`src/rtl/hv_owt_tx_sched.sv`:
```
// hv_owt_tx_sched
// Shares the single one-wire TX frame engine among REQ_NUM requesters.
// A winner is latched in IDLE, the engine gets a one-cycle wr/rd command
// pulse while addr/data stay frozen for the whole frame, completion is
// taken from the engine busy flag, a frame that never starts is timed
// out, and an idle gap is forced before the next grant.
//
// Build option: define HV_OWT_TX_SCHED_RR_EN for round-robin arbitration
// (search starts one past the last granted index). Left undefined, the
// lowest requester index always wins and no pointer register exists.

module hv_owt_tx_sched #(
  parameter int REQ_NUM      = 3,
  parameter int REG_AW       = 7,
  parameter int DATA_W       = 10,
  parameter int GAP_CYC      = 24,
  parameter int START_TO_CYC = 8
) (
  input  logic                       i_clk,
  input  logic                       i_rst_n,
  input  logic [REQ_NUM-1:0]         i_req,
  input  logic [REQ_NUM-1:0]         i_req_wr,
  input  logic [REQ_NUM*REG_AW-1:0]  i_req_addr,
  input  logic [REQ_NUM*DATA_W-1:0]  i_req_data,
  output logic [REQ_NUM-1:0]         o_ack,
  output logic [REQ_NUM-1:0]         o_done,
  output logic                       o_tx_err,
  input  logic                       i_tx_en,
  input  logic                       i_owt_tx_busy,
  output logic                       o_owt_tx_wr_cmd_vld,
  output logic                       o_owt_tx_rd_cmd_vld,
  output logic [REG_AW-1:0]          o_owt_tx_addr,
  output logic [DATA_W-1:0]          o_owt_tx_data
);

  localparam int IDX_W   = (REQ_NUM > 1) ? $clog2(REQ_NUM) : 1;
  localparam int CNT_MAX = (GAP_CYC > START_TO_CYC) ? GAP_CYC : START_TO_CYC;
  localparam int CNT_W   = $clog2(CNT_MAX + 1);

  localparam logic [CNT_W-1:0]   GAP_LAST   = CNT_W'(GAP_CYC - 1);
  localparam logic [CNT_W-1:0]   START_LAST = CNT_W'(START_TO_CYC - 1);
  localparam logic [REQ_NUM-1:0] ONE_OH     = REQ_NUM'(1'b1);

  typedef enum logic [2:0] {
    ST_IDLE       = 3'd0,
    ST_ISSUE      = 3'd1,
    ST_WAIT_START = 3'd2,
    ST_WAIT_DONE  = 3'd3,
    ST_GAP        = 3'd4
  } state_t;

  state_t              r_state;
  state_t              w_state_nxt;
  logic [CNT_W-1:0]    r_cnt;
  logic [CNT_W-1:0]    w_cnt_nxt;

  logic [REQ_NUM-1:0]  r_grant;
  logic [REQ_NUM-1:0]  r_ack;
  logic [REQ_NUM-1:0]  r_done;
  logic                r_err;
  logic                r_wr_cmd;
  logic                r_rd_cmd;
  logic [REG_AW-1:0]   r_addr;
  logic [DATA_W-1:0]   r_data;

  logic [REQ_NUM-1:0]  w_ack_nxt;
  logic [REQ_NUM-1:0]  w_done_nxt;
  logic                w_err_nxt;
  logic                w_wr_cmd_nxt;
  logic                w_rd_cmd_nxt;
  logic                w_load;

  logic                w_win_vld;
  logic [IDX_W-1:0]    w_win_idx;
  logic [REQ_NUM-1:0]  w_win_oh;
  logic                w_win_wr;
  logic [REG_AW-1:0]   w_win_addr;
  logic [DATA_W-1:0]   w_win_data;

`ifdef HV_OWT_TX_SCHED_RR_EN
  logic [IDX_W-1:0]    r_ptr;
  logic [IDX_W-1:0]    r_grant_idx;
  logic [IDX_W:0]      w_rr_pos;

  // Round-robin winner: walk from the lowest-priority slot (the last grant)
  // towards the highest (last grant + 1) so the final hit is the winner.
  always_comb begin
    w_win_vld = 1'b0;
    w_win_idx = '0;
    w_rr_pos  = '0;
    for (int k = REQ_NUM - 1; k >= 0; k--) begin
      w_rr_pos  = {1'b0, r_ptr} + (IDX_W + 1)'(k + 1);
      w_rr_pos  = (w_rr_pos >= (IDX_W + 1)'(REQ_NUM)) ?
                  (w_rr_pos - (IDX_W + 1)'(REQ_NUM)) : w_rr_pos;
      w_win_idx = i_req[w_rr_pos[IDX_W-1:0]] ? w_rr_pos[IDX_W-1:0] : w_win_idx;
      w_win_vld = w_win_vld | i_req[w_rr_pos[IDX_W-1:0]];
    end
  end

  // Round-robin pointer advances to the granted index in the ISSUE cycle.
  always_ff @(posedge i_clk or negedge i_rst_n) begin
    if (!i_rst_n) begin
      r_ptr       <= IDX_W'(REQ_NUM - 1);
      r_grant_idx <= '0;
    end else begin
      if (w_load) begin
        r_grant_idx <= w_win_idx;
      end
      if (r_state == ST_ISSUE) begin
        r_ptr <= r_grant_idx;
      end
    end
  end
`else
  // Fixed priority winner: scan from the top so the lowest set index wins.
  always_comb begin
    w_win_vld = 1'b0;
    w_win_idx = '0;
    for (int k = REQ_NUM - 1; k >= 0; k--) begin
      w_win_idx = i_req[k] ? IDX_W'(k) : w_win_idx;
      w_win_vld = w_win_vld | i_req[k];
    end
  end
`endif

  // Payload mux for the selected requester and its one-hot grant vector.
  always_comb begin
    w_win_oh   = ONE_OH << w_win_idx;
    w_win_wr   = 1'b0;
    w_win_addr = '0;
    w_win_data = '0;
    for (int k = 0; k < REQ_NUM; k++) begin
      w_win_wr   = (w_win_idx == IDX_W'(k)) ? i_req_wr[k] : w_win_wr;
      w_win_addr = (w_win_idx == IDX_W'(k)) ? i_req_addr[k*REG_AW +: REG_AW] : w_win_addr;
      w_win_data = (w_win_idx == IDX_W'(k)) ? i_req_data[k*DATA_W +: DATA_W] : w_win_data;
    end
  end

  // Next state, counter and next values of every registered pulse output.
  always_comb begin
    w_state_nxt  = r_state;
    w_cnt_nxt    = r_cnt;
    w_load       = 1'b0;
    w_ack_nxt    = '0;
    w_done_nxt   = '0;
    w_err_nxt    = 1'b0;
    w_wr_cmd_nxt = 1'b0;
    w_rd_cmd_nxt = 1'b0;
    case (r_state)
      ST_IDLE: begin
        if (i_tx_en && w_win_vld) begin
          w_load       = 1'b1;
          w_ack_nxt    = w_win_oh;
          w_wr_cmd_nxt = w_win_wr;
          w_rd_cmd_nxt = ~w_win_wr;
          w_state_nxt  = ST_ISSUE;
        end else begin
          w_state_nxt  = ST_IDLE;
        end
      end
      ST_ISSUE: begin
        w_cnt_nxt   = '0;
        w_state_nxt = ST_WAIT_START;
      end
      ST_WAIT_START: begin
        if (i_owt_tx_busy) begin
          w_cnt_nxt   = '0;
          w_state_nxt = ST_WAIT_DONE;
        end else if (r_cnt == START_LAST) begin
          // Engine never picked the command up: abort the frame.
          w_cnt_nxt   = '0;
          w_err_nxt   = 1'b1;
          w_done_nxt  = r_grant;
          w_state_nxt = ST_GAP;
        end else begin
          w_cnt_nxt   = r_cnt + CNT_W'(1);
        end
      end
      ST_WAIT_DONE: begin
        if (!i_owt_tx_busy) begin
          w_cnt_nxt   = '0;
          w_done_nxt  = r_grant;
          w_state_nxt = ST_GAP;
        end else begin
          w_state_nxt = ST_WAIT_DONE;
        end
      end
      ST_GAP: begin
        if (r_cnt == GAP_LAST) begin
          w_cnt_nxt   = '0;
          w_state_nxt = ST_IDLE;
        end else begin
          w_cnt_nxt   = r_cnt + CNT_W'(1);
        end
      end
      default: begin
        w_cnt_nxt   = '0;
        w_state_nxt = ST_IDLE;
      end
    endcase
  end

  // State and shared cycle counter.
  always_ff @(posedge i_clk or negedge i_rst_n) begin
    if (!i_rst_n) begin
      r_state <= ST_IDLE;
      r_cnt   <= '0;
    end else begin
      r_state <= w_state_nxt;
      r_cnt   <= w_cnt_nxt;
    end
  end

  // Pulse outputs plus grant and payload latched on the winning IDLE cycle.
  always_ff @(posedge i_clk or negedge i_rst_n) begin
    if (!i_rst_n) begin
      r_ack    <= '0;
      r_done   <= '0;
      r_err    <= 1'b0;
      r_wr_cmd <= 1'b0;
      r_rd_cmd <= 1'b0;
      r_grant  <= '0;
      r_addr   <= '0;
      r_data   <= '0;
    end else begin
      r_ack    <= w_ack_nxt;
      r_done   <= w_done_nxt;
      r_err    <= w_err_nxt;
      r_wr_cmd <= w_wr_cmd_nxt;
      r_rd_cmd <= w_rd_cmd_nxt;
      if (w_load) begin
        r_grant <= w_win_oh;
        r_addr  <= w_win_addr;
        r_data  <= w_win_data;
      end
    end
  end

  assign o_ack               = r_ack;
  assign o_done              = r_done;
  assign o_tx_err            = r_err;
  assign o_owt_tx_wr_cmd_vld = r_wr_cmd;
  assign o_owt_tx_rd_cmd_vld = r_rd_cmd;
  assign o_owt_tx_addr       = r_addr;
  assign o_owt_tx_data       = r_data;

endmodule

```
`config.mk`:
```
export PLATFORM = sky130hd
export DESIGN_NAME = hv_owt_tx_sched
export DESIGN_NICKNAME = d
export VERILOG_FILES = /design/src/rtl/hv_owt_tx_sched.sv
export SDC_FILE = /design/constraint.sdc
export NUM_CORES = 1
export LEC_CHECK = 0
export ABC_AREA = 1
export CAP_MARGIN = 5
export CORE_ASPECT_RATIO = 1.5
export CORE_MARGIN = 1.5
export CORE_UTILIZATION = 40
export DETAILED_ROUTE_END_ITERATION = 10
export PLACE_DENSITY = 0.76
export SYNTH_ARGS = -nofsm -noshare
export SYNTH_HDL_FRONTEND = slang
export SYNTH_SLANG_ARGS = --single-unit
```
`constraint.sdc`:
```
create_clock -name i_clk -period 1.7 [get_ports i_clk]
set_clock_uncertainty 0.05 [all_clocks]
set_input_delay 0.34 -clock i_clk [delete_from_list [all_inputs] [get_ports i_clk]]
set_output_delay 0.34 -clock i_clk [all_outputs]
set_load 0.005 [all_outputs]
```
# == Yosys cells after proc, flatten, opt, wreduce, memory -nomap -nowiden ==
# Cells that the tools add are included.
# word_totals
reg_bits,37
# classes
add_sub_neg,1
eq_ne,11
shifts,1
mux,38
n_bitwise,4
n_reduce_logical,5
# ops
op,n
10-bit 2-to-1 mux,3
3-bit 2-to-1 mux,9
7-bit 2-to-1 mux,3
5-bit 2-to-1 mux,4
5-bit case mux with 4 select lines,1
3-bit case mux with 5 select lines,1
1-bit 2-to-1 mux,13
"3-bit by 2-bit == test with 1-bit output, second input constant",2
2-bit 2-to-1 mux,3
3-bit case mux with 2 select lines,1
"5-bit by 1-bit adder with 5-bit output, second input constant",1
"5-bit by 3-bit == test with 1-bit output, second input constant",1
"5-bit == test, second input constant",1
"2-bit inequality test, second input constant",2
2-bit AND reduction,2
"3-bit by 1-bit == test with 1-bit output, second input constant",1
"3-bit == test, second input constant",1
3-bit logical NOT,1
"3-bit inequality test, second input constant",1
"1-bit by 2-bit << shifter with 3-bit output, first input constant",1
"2-bit by 1-bit == test with 1-bit output, second input constant",1
"2-bit == test, second input constant",1
2-bit logical NOT,1
1-bit inverter,2
2 further kinds,3

# == Logic depth before layout (Yosys ltp) ==
# Gate-level depths: netlist of the first run.
# logic_depth
depth_word,10
ltp_mapped,7
depth_no_buf,7

# == Worst setup path before layout of the first run ==
# OpenSTA, ideal clock, no wires.
# synth_path
kind,register to register
from,register r_cnt[0]
to,"register r_done[0], in the netlist o_done[0]"
setup_ps,84
arrival_time_ps,1133
required_ps,1566
path_slack_ps,433
path_stages_with_launch,6
n_path_buf,0
synth_period_minus_slack_ps,1267
path_cell_list,dfrtp_1 ha_1 nand2_1 nor3_1 nand2_1 a21boi_0
# synth_between
elab_chain_len,4
# synth_lines
element,line,rtl
"start, declared",54,logic [CNT_W-1:0] r_cnt;
"start signal, assigned",210,r_cnt <= w_cnt_nxt;
5-bit by 3-bit == test with 1-bit output,169,end else if (r_cnt == START_LAST) begin
3-bit 2-to-1 mux,169,
3-bit 2-to-1 mux,166,if (i_owt_tx_busy) begin
3-bit case mux with 2 select lines,149,case (r_state)
via w_done_nxt[0],67,logic [REQ_NUM-1:0] w_done_nxt;
"end signal, assigned",227,r_done <= w_done_nxt;
"end, declared",59,logic [REQ_NUM-1:0] r_done;
# The timed path passes the listed nets, and every way through them passes these cells.
# A chain may end at the register's enable or synchronous reset.

# == Final worst setup path of the first run ==
# layout_path
from,register r_cnt[0]
to,"register r_done[2], in the netlist o_done[2]"
# Same word-level chain as after synthesis.

==> results of run 1 <==
-- flip-flops by register name (all words and copies together) (netlist names) --
name,flops
o_owt_tx_rd_cmd_vld,1
r_state,3
o_owt_tx_data,10
o_owt_tx_wr_cmd_vld,1
r_cnt,5
r_grant,3
o_tx_err,1
o_owt_tx_addr,7
o_ack,3
o_done,3
-- synth_stat cells (2+ instances only) --
cell	n
a21boi_0	3
buf_6	3
inv_1	10
nand4_1	3
nand2_1	102
nor2_4	2
buf_2	5
nand2_2	3
o21ai_1	2
nor2_1	10
inv_2	3
nand3_1	67
dfrtp_1	37
buf_4	4
-- metrics by stage --
step / cells / util / setup WS [ns] / power [mW] / setup TNS (ns)
2_1_floorplan: 265 / - / 0.433 / 2.09 / 0
3_3_place_gp: 418 / 0.616 / -0.0652 / 2.87 / -0.808
3_5_place_dp: 418 / 0.616 / -0.130 / 2.91 / -1.67
4_1_cts: 427 / 0.643 / 0.0887 / 3.74 / 0
5_1_grt: 427 / 0.643 / 0.0133 / 3.94 / 0
6_report: 427 / 0.643 / 0.105 / 3.71 / 0
-- final cells by class --
class / instances / area (um^2) / area share
sequential: 37 / 926 / 0.297
multi-input combinational: 203 / 951 / 0.305
clock buffer: 6 / 82.6 / 0.0265
inverter: 13 / 48.8 / 0.0157
clock inverter: 2 / 37.5 / 0.0120
tap: 66 / 82.6 / 0.0265
timing repair buffer: 100 / 988 / 0.317
-- power by group --
| group | switching, mW | internal [mW] | total [mW] | leakage, nW |
|---|---|---|---|---|
| combinational | 0.697 | 0.811 | 1.51 | 0.941 |
| clock | 0.332 | 0.477 | 0.809 | 0.0574 |
| sequential | 0.221 | 1.17 | 1.39 | 0.484 |
| total | 1.25 | 2.46 | 3.71 | 1.48 |
-- worst register-to-register path: stages (launching register included) --
cell and delay (ns):
dfrtp_1 0.43, ha_1 0.29, nand2_1 0.10, nor3_1 0.24, nand2_1 0.18, a21boi_0 0.21
-- worst paths after layout --
kind | endpoint | slack [ns] | cells after the start
worst max-delay path | o_done[2] | 0.11 | 5
max in group asynchronous | o_done[2] | 0.69 | 3
worst min register to register | r_grant[1] | 0.43 | 2
min in group asynchronous | r_cnt[3] | 0.45 | 2
worst max register to register | o_done[2] | 0.11 | 5
worst min-delay path | r_grant[1] | 0.43 | 2
-- cells by family (layout without fill, tap and decap cells) --
group,count (synthesis),in the layout,share of synthesized area
compound gates,8,8,0.0304
xor+xnor,1,1,0.00435
fa+ha+maj,1,1,0.00621
buf+inv,25,121,0.0683
flops,37,37,0.460
simple gates,193,193,0.431
-- routing by layer --
| metal | GRT usage | share of wire | vias to the layer above |
|---|---|---|---|
| met2 | 0.394 | 0.54 | 72 |
| met4 | 0.105 | 0.036 | 0 |
| li1 | - | - | 1051 |
| met1 | 0.248 | 0.37 | 1003 |
| met5 | 0 | 0 | - |
| met3 | 0.0590 | 0.052 | 18 |
==> impl_metrics.env, run 1 <==
export IMPL_vias=2144
export IMPL_placementRows=31
export IMPL_slowest_stage="dfrtp_1"
export IMPL_synth_area_um2=2010
export IMPL_cts_tree="yes"
export IMPL_ys_async_sr_fraction=1.00
export IMPL_antenna_found_initial=0
export IMPL_place_congestion=0.876
export IMPL_die_area_um2=5480
export IMPL_hold_ws_ns=0.431
export IMPL_critical_path_cell_chain="ha_1 -> nand2_1 -> nor3_1 -> nand2_1 -> a21boi_0"
export IMPL_grt_pass1_vias=2070
export IMPL_mostFrequentLayoutCell="nand2_1"
export IMPL_path_clk_slew_ns=0.07
export IMPL_ys_top_cells_by_area="dfrtp_1 46%, nand2_1 19%, nand3_1 17%"
export IMPL_ant_nets=0
export IMPL_ys_types=25
export IMPL_worst_setup_path_start_kind="flop"
export IMPL_post_cts_buffers=0
export IMPL_dp_hpwl_um=4470
export IMPL_worstHoldStart="r_grant[1]"
export IMPL_p_leak_nw=1.48
export IMPL_startpoint="r_cnt[0]"
export IMPL_fin_crit_ns=1.59
export IMPL_max_cap_viol_count=0
export IMPL_grt_max_degree=22
export IMPL_postCtsResizedCells=0
export IMPL_cp_top_family="simple AND/OR/NAND/NOR gates"
export IMPL_outcome="complete, no violations"
export IMPL_grtUsageTotal=0.228
export IMPL_htreeDepth=2
export IMPL_maxSlewHeadroom=0.657
export IMPL_drt_iter0_markers=129
export IMPL_drive_gt1_frac=0.0942
export IMPL_timing_rr_start="r_cnt[0]"
export IMPL_syn_inst=265
export IMPL_cts_root_buf="clkbuf_8"
export IMPL_report_final_hold_viol_count=0
export IMPL_synth_seq_cells=37
export IMPL_core_area_um2=4850
export IMPL_syn_to_final_growth_pct=54.7
export IMPL_num_antenna_cells=0
export IMPL_end_kind="flop"
export IMPL_via_per_inst=5.02
export IMPL_portBuffers=86
export IMPL_rsz0062_at_grt="false"
export IMPL_synth_nets=327
export IMPL_worst_path_most_repeated_cell="nand2_1"
export IMPL_ys_seq_area_frac=0.460
export IMPL_die_x_um=60.9
export IMPL_timing_fmax_mhz=627
export IMPL_drc=0
export IMPL_crit_arrival_ns=1.75
export IMPL_clkSinkCount=37
export IMPL_ys_flop_type="dfrtp_1"
export IMPL_max_clock_path_buffers=2
export IMPL_yosys_warnings=0
export IMPL_wire_per_inst_um=13.5
export IMPL_holdBufCountCts=1
export IMPL_hold_class="reg -> reg"
export IMPL_crit_type="reg -> reg"
export IMPL_worst_pin_slew_ns=0.512
export IMPL_power_density_nw_per_um2=1190
export IMPL_grt_pass1_wl_um=9340
export IMPL_path_buf_inv=0
export IMPL_clk_latency_ns=0.30
export IMPL_maxSlewViolCount=0
export IMPL_crit_required_ns=1.85
export IMPL_syn_area_per_cell_um2=7.60
export IMPL_overflow=0
export IMPL_die_h_um=89.9
export IMPL_drt_wl_total_um=5750
export IMPL_layout_common_cells="102 x nand2_1, 85 x clkdlybuf4s50_1, 67 x nand3_1"
export IMPL_first_pass_iters=4
export IMPL_worstPathMaxFanout=5
export IMPL_synth_top_area_cell="dfrtp_1"
export IMPL_setup_viol=0
export IMPL_cts_buffers=5
export IMPL_vdd_drop_max_uv=563
export IMPL_placedInstanceArea_um2=2990
export IMPL_design_area_um2=3120
export IMPL_fin_nets=422
export IMPL_finalCritPeriodShare=0.938
export IMPL_fill_cells=444
export IMPL_synth_edf_count=0
export IMPL_num_io_pins=87
export IMPL_max_stage_delay_ns=0.43
export IMPL_start_util=0.415
export IMPL_synth_top_cell_area_share=0.460
No activity file was read; power rests on OpenSTA's default activity.
==> run 2, diff against run 1 <==
Settings changed: PLACE_DENSITY 0.76 to not set, PLACE_DENSITY_LB_ADDON set to 0.12, SKIP_LAST_GASP set to 1, SLEW_MARGIN set to 20.
==> impl_metrics.env, run 2 (synthesis gave the netlist of run 1 again) <==
export IMPL_path_clk_slew_ns=0.08
export IMPL_timing_fmax_mhz=635
export IMPL_drive_gt1_frac=0.0994
export IMPL_finalCritPeriodShare=0.926
export IMPL_antenna_found_initial=0
export IMPL_rrSetupSlack_ns=0.19
export IMPL_place_congestion=0.908
export IMPL_ant_nets=0
export IMPL_path_buf_inv=1
export IMPL_seqPwrFrac=0.375
export IMPL_die_h_um=89.9
export IMPL_placedInstanceArea_um2=2990
export IMPL_crit_required_ns=1.31
export IMPL_p_clk_frac=0.210
export IMPL_grt_pass1_vias=2114
export IMPL_max_stage_delay_ns=0.51
export IMPL_portBuffers=86
export IMPL_dp_hpwl_um=4200
export IMPL_p_leak_nw=1.48
export IMPL_worst_pin_slew_ns=0.548
export IMPL_vdd_drop_max_uv=566
export IMPL_die_area_um2=5480
export IMPL_core_area_um2=4850
export IMPL_grt_pass1_wl_um=9230
export IMPL_postCtsResizedCells=0
export IMPL_hold_class="in -> async"
export IMPL_slowest_stage="clkdlybuf4s50_1"
export IMPL_outcome="complete, no violations"
export IMPL_fin_crit_ns=1.57
export IMPL_start_util=0.415
export IMPL_cts_tree="yes"
export IMPL_reg2reg_to="o_done[2]"
export IMPL_crit_arrival_ns=1.18
export IMPL_worst_setup_path_start_kind="flop"
export IMPL_pwr_share_comb=0.416
export IMPL_maxSlewViolCount=0
export IMPL_cts_buffers=5
export IMPL_end_kind="output pin"
export IMPL_rsz0062_at_grt="false"
export IMPL_worstPathMaxFanout=2
export IMPL_max_clock_path_buffers=2
export IMPL_power_density_nw_per_um2=1180
export IMPL_max_cap_viol_count=0
export IMPL_worst_path_stages=1
export IMPL_fin_nets=423
export IMPL_die_x_um=60.9
export IMPL_maxSlewHeadroom=0.633
export IMPL_overflow=0
export IMPL_ff2ff_path_depth=5
export IMPL_p_total_mw=3.66
export IMPL_grt_max_degree=38
export IMPL_drt_iter0_markers=63
export IMPL_endpoint="o_owt_tx_addr[1]"
export IMPL_fill_cells=450
export IMPL_setup_viol=0
export IMPL_vias=2121
export IMPL_timing_rr_start="r_cnt[0]"
export IMPL_dp_cells=420
export IMPL_first_pass_iters=4
export IMPL_fin_cells=428
export IMPL_crit_type="reg -> out"
export IMPL_design_area_um2=3100
export IMPL_cts_root_buf="clkbuf_8"
export IMPL_report_final_hold_viol_count=0
export IMPL_num_io_pins=87
export IMPL_clkSinkCount=37
export IMPL_placementRows=31
export IMPL_largest_reg_flops=10
export IMPL_num_antenna_cells=0
export IMPL_multiInputGateArea_um2=951
export IMPL_grtUsageTotal=0.221
export IMPL_p_switching_mw=1.24
export IMPL_startpoint="o_owt_tx_addr[1]"
export IMPL_drc=0
export IMPL_syn_to_final_growth_pct=54.1
export IMPL_mostFrequentLayoutCell="nand2_1"
export IMPL_cp_top_family="buffers and inverters"
export IMPL_htreeDepth=2
export IMPL_via_per_inst=4.96
export IMPL_post_cts_buffers=0
export IMPL_drt_wl_total_um=5560
export IMPL_p_int_mw=2.42
export IMPL_ff_latch_area_um2=926
export IMPL_critical_path_cell_chain="clkdlybuf4s50_1"
export IMPL_layout_common_cells="102 x nand2_1, 85 x clkdlybuf4s50_1, 67 x nand3_1"
export IMPL_swShare=0.339
export IMPL_holdBufCountCts=0
export IMPL_clk_latency_ns=0.29
export IMPL_wire_per_inst_um=13.0
run 2: changes by cell type in the layout (fill, tap and decap cells not counted):
cell / before / now
clkbuf_8: 6 / 5
buf_4: 11 / 14
dlygate4sd3_1: 1 / 0
clkinv_4: 0 / 1
buf_12: 2 / 1
run 2: power groups by stage:
stage | clock network, mW | logic, mW | registers [mW]
after CTS | 0.795 | 1.54 | 1.37
final | 0.768 | 1.52 | 1.37
after detailed placement | 0 | 1.53 | 1.38
after floorplan | 0 | 0.721 | 1.37
after global placement | 0 | 1.51 | 1.37
after global routing | 0.831 | 1.69 | 1.40
run 2: layout make-up:
| class | count | share of cell area |
|---|---|---|
| repair buffers | 101 | 0.316 |
| multi-input cells | 203 | 0.306 |
| flip-flops and latches | 37 | 0.298 |
| well taps | 66 | 0.0266 |
| clock buffers | 5 | 0.0222 |
| inverters | 13 | 0.0157 |
| clock inverters | 3 | 0.0149 |
run 2: through the flow:
step           TNS, ns  hold WS [ns]  setup slack [ns]  utilization
6_report             0        0.0272             0.125        0.640
5_1_grt              0        0.0769            0.0608        0.640
4_1_cts              0        0.0438             0.116        0.640
3_5_place_dp     -2.24         0.362            -0.157        0.617
3_3_place_gp    -0.887         0.366           -0.0882        0.617
2_1_floorplan        0      -0.00559             0.433            -
run 2: worst min-delay path by stage:
| stage | depth (start not counted) | start | endpoint | slack, ns |
|---|---|---|---|---|
| after floorplan | 0 | i_rst_n | o_ack[0] | -0.006 |
| after global placement | 2 | i_rst_n | r_cnt[2] | 0.37 |
| after detailed placement | 2 | i_rst_n | r_cnt[2] | 0.36 |
| after CTS | 2 | i_rst_n | r_cnt[2] | 0.04 |
| after global routing | 2 | i_rst_n | r_cnt[0] | 0.08 |
| final | 2 | i_rst_n | r_cnt[0] | 0.03 |
run 2: routing by layer:
metal / vias to the layer above / track usage / wire, um
met4: 0 / 0.0870 / 164
met2: 71 / 0.404 / 3080
met1: 974 / 0.221 / 1950
met3: 16 / 0.0633 / 367
li1: 1060 / - / -
met5: - / 0 / 0
==> run 3, diff against run 2 <==
Settings changed: RECOVER_POWER set to 100, SETUP_SLACK_MARGIN set to 0.5.
==> impl_metrics.env, run 3 (synthesis gave the netlist of run 1 again) <==
export IMPL_outcome="complete, no violations"
export IMPL_swShare=0.359
export IMPL_grt_max_degree=38
export IMPL_wire_per_inst_um=13.5
export IMPL_hold_ws_ns=0.212
export IMPL_p_switching_mw=1.31
export IMPL_die_area_um2=5480
export IMPL_drt_iter0_markers=64
export IMPL_holdBufCountCts=0
export IMPL_max_stage_delay_ns=0.42
export IMPL_clkSinkCount=37
export IMPL_p_int_mw=2.34
export IMPL_path_buf_inv=1
export IMPL_vdd_drop_max_uv=560
export IMPL_hold_class="in -> async"
export IMPL_seqPwrFrac=0.370
export IMPL_slowest_stage="dfrtp_2"
export IMPL_p_leak_nw=1.59
export IMPL_first_pass_iters=4
export IMPL_fin_crit_ns=1.39
export IMPL_rsz0062_at_grt="true"
export IMPL_reg2reg_to="o_owt_tx_data[6]"
export IMPL_timing_rr_start="r_state[0]"
export IMPL_mostFrequentLayoutCell="nand2_1"
export IMPL_placementRows=31
export IMPL_ant_nets=0
export IMPL_worstPathMaxFanout=12
export IMPL_dp_hpwl_um=4400
export IMPL_drc=0
export IMPL_rrSetupSlack_ns=0.31
export IMPL_end_kind="flop"
export IMPL_cts_buffers=5
export IMPL_crit_type="reg -> reg"
export IMPL_grtUsageTotal=0.238
export IMPL_report_final_hold_viol_count=0
export IMPL_portBuffers=86
export IMPL_syn_to_final_growth_pct=57.6
export IMPL_maxSlewViolCount=0
export IMPL_maxSlewHeadroom=0.392
export IMPL_critical_path_cell_chain="nor2_1 -> nand2_2 -> nor2_4 -> buf_12 -> nand2_1 -> nand2_1"
export IMPL_grt_pass1_vias=2300
export IMPL_drt_wl_total_um=6020
export IMPL_drive_gt1_frac=0.202
export IMPL_num_io_pins=87
export IMPL_timing_fmax_mhz=718
export IMPL_antenna_found_initial=0
export IMPL_p_clk_frac=0.168
export IMPL_fin_nets=443
export IMPL_p_total_mw=3.66
export IMPL_setup_viol=0
export IMPL_max_cap_viol_count=0
export IMPL_overflow=0
export IMPL_core_area_um2=4850
export IMPL_vias=2186
export IMPL_cts_root_buf="clkbuf_8"
export IMPL_crit_required_ns=1.87
export IMPL_pwr_share_comb=0.462
export IMPL_start_util=0.415
export IMPL_place_congestion=0.878
export IMPL_utilization=0.655
export IMPL_cp_top_family="simple AND/OR/NAND/NOR gates"
export IMPL_htreeDepth=2
export IMPL_power_density_nw_per_um2=1150
export IMPL_worst_setup_path_start_kind="flop"
export IMPL_finalCritPeriodShare=0.820
export IMPL_die_h_um=89.9
export IMPL_via_per_inst=4.89
export IMPL_path_clk_slew_ns=0.07
export IMPL_die_x_um=60.9
export IMPL_ff2ff_path_depth=6
export IMPL_clk_latency_ns=0.28
export IMPL_num_antenna_cells=0
export IMPL_max_clock_path_buffers=2
export IMPL_grt_pass1_wl_um=9850
export IMPL_crit_arrival_ns=1.57
export IMPL_worst_path_most_repeated_cell="nand2_1"
export IMPL_fill_cells=486
export IMPL_worst_pin_slew_ns=0.912
export IMPL_largest_reg_flops=10
export IMPL_layout_common_cells="97 x nand2_1, 67 x nand3_1, 55 x clkdlybuf4s50_1"
export IMPL_cts_tree="yes"
## run 3: timing repair
| item | CTS | global route |
|---|---|---|
| hold endpoints to repair | 0 | 0 |
| resized for setup | 135 | 5 |
| setup endpoints to repair | 62 | 51 |
| setup buffers | 13 | 6 |
| pin swaps | 14 | 7 |
## run 3: worst max-delay path by stage
| stage | start | endpoint | cells past startpoint |
|---|---|---|---|
| 3_5_place_dp | i_req[0] | o_owt_tx_data[2] | 7 |
| 4_1_cts | r_state[1] | o_owt_tx_data[6] | 6 |
| 6_report | r_state[0] | o_owt_tx_data[6] | 6 |
| 5_1_grt | r_state[0] | o_owt_tx_data[0] | 6 |
| 2_1_floorplan | r_state[0] | o_owt_tx_data[5] | 6 |
| 3_3_place_gp | i_req[2] | o_owt_tx_data[0] | 7 |
## run 3: per-stage QoR
step / cells / TNS (ns) / instance area [um^2] / worst slack, ns
global placement: 421 / 0 / 3040 / 0.0109
finish: 447 / 0 / 3170 / 0.307
global route: 447 / 0 / 3170 / 0.194
CTS: 441 / 0 / 3160 / 0.441
detailed placement: 421 / -0.0135 / 3040 / -0.00609
floorplan: 265 / 0 / 2030 / 0.508
## run 3: worst reg2reg max path: stages (launching register included)
cell and delay (ns):
dfrtp_2 0.42, nor2_1 0.31, nand2_2 0.13, nor2_4 0.16, buf_12 0.15, nand2_1 0.06
nand2_1 0.06
## run 3: cell type report
cell class,instances,area (um^2),share of cell area
repair buffers,121,1010,0.319
multi-input cells,203,1010,0.319
flip-flops and latches,37,931,0.293
clock buffers,7,86.3,0.0272
well taps,66,82.6,0.0260
inverters,13,48.8,0.0154
## run 3: power by group through the flow
stage | Combinational (mW) | Sequential (mW) | Clock [mW]
6_report | 1.69 | 1.35 | 0.615
5_1_grt | 1.88 | 1.39 | 0.674
4_1_cts | 1.64 | 1.37 | 0.634
3_5_place_dp | 1.58 | 1.39 | 0
3_3_place_gp | 1.55 | 1.39 | 0
2_1_floorplan | 0.731 | 1.38 | 0
## run 3: layer usage
| layer | global-route usage | wire [um] |
|---|---|---|
| met5 | 0 | 0 |
| met4 | 0.0888 | 127 |
| met3 | 0.0604 | 264 |
| met2 | 0.437 | 3450 |
| met1 | 0.243 | 2180 |
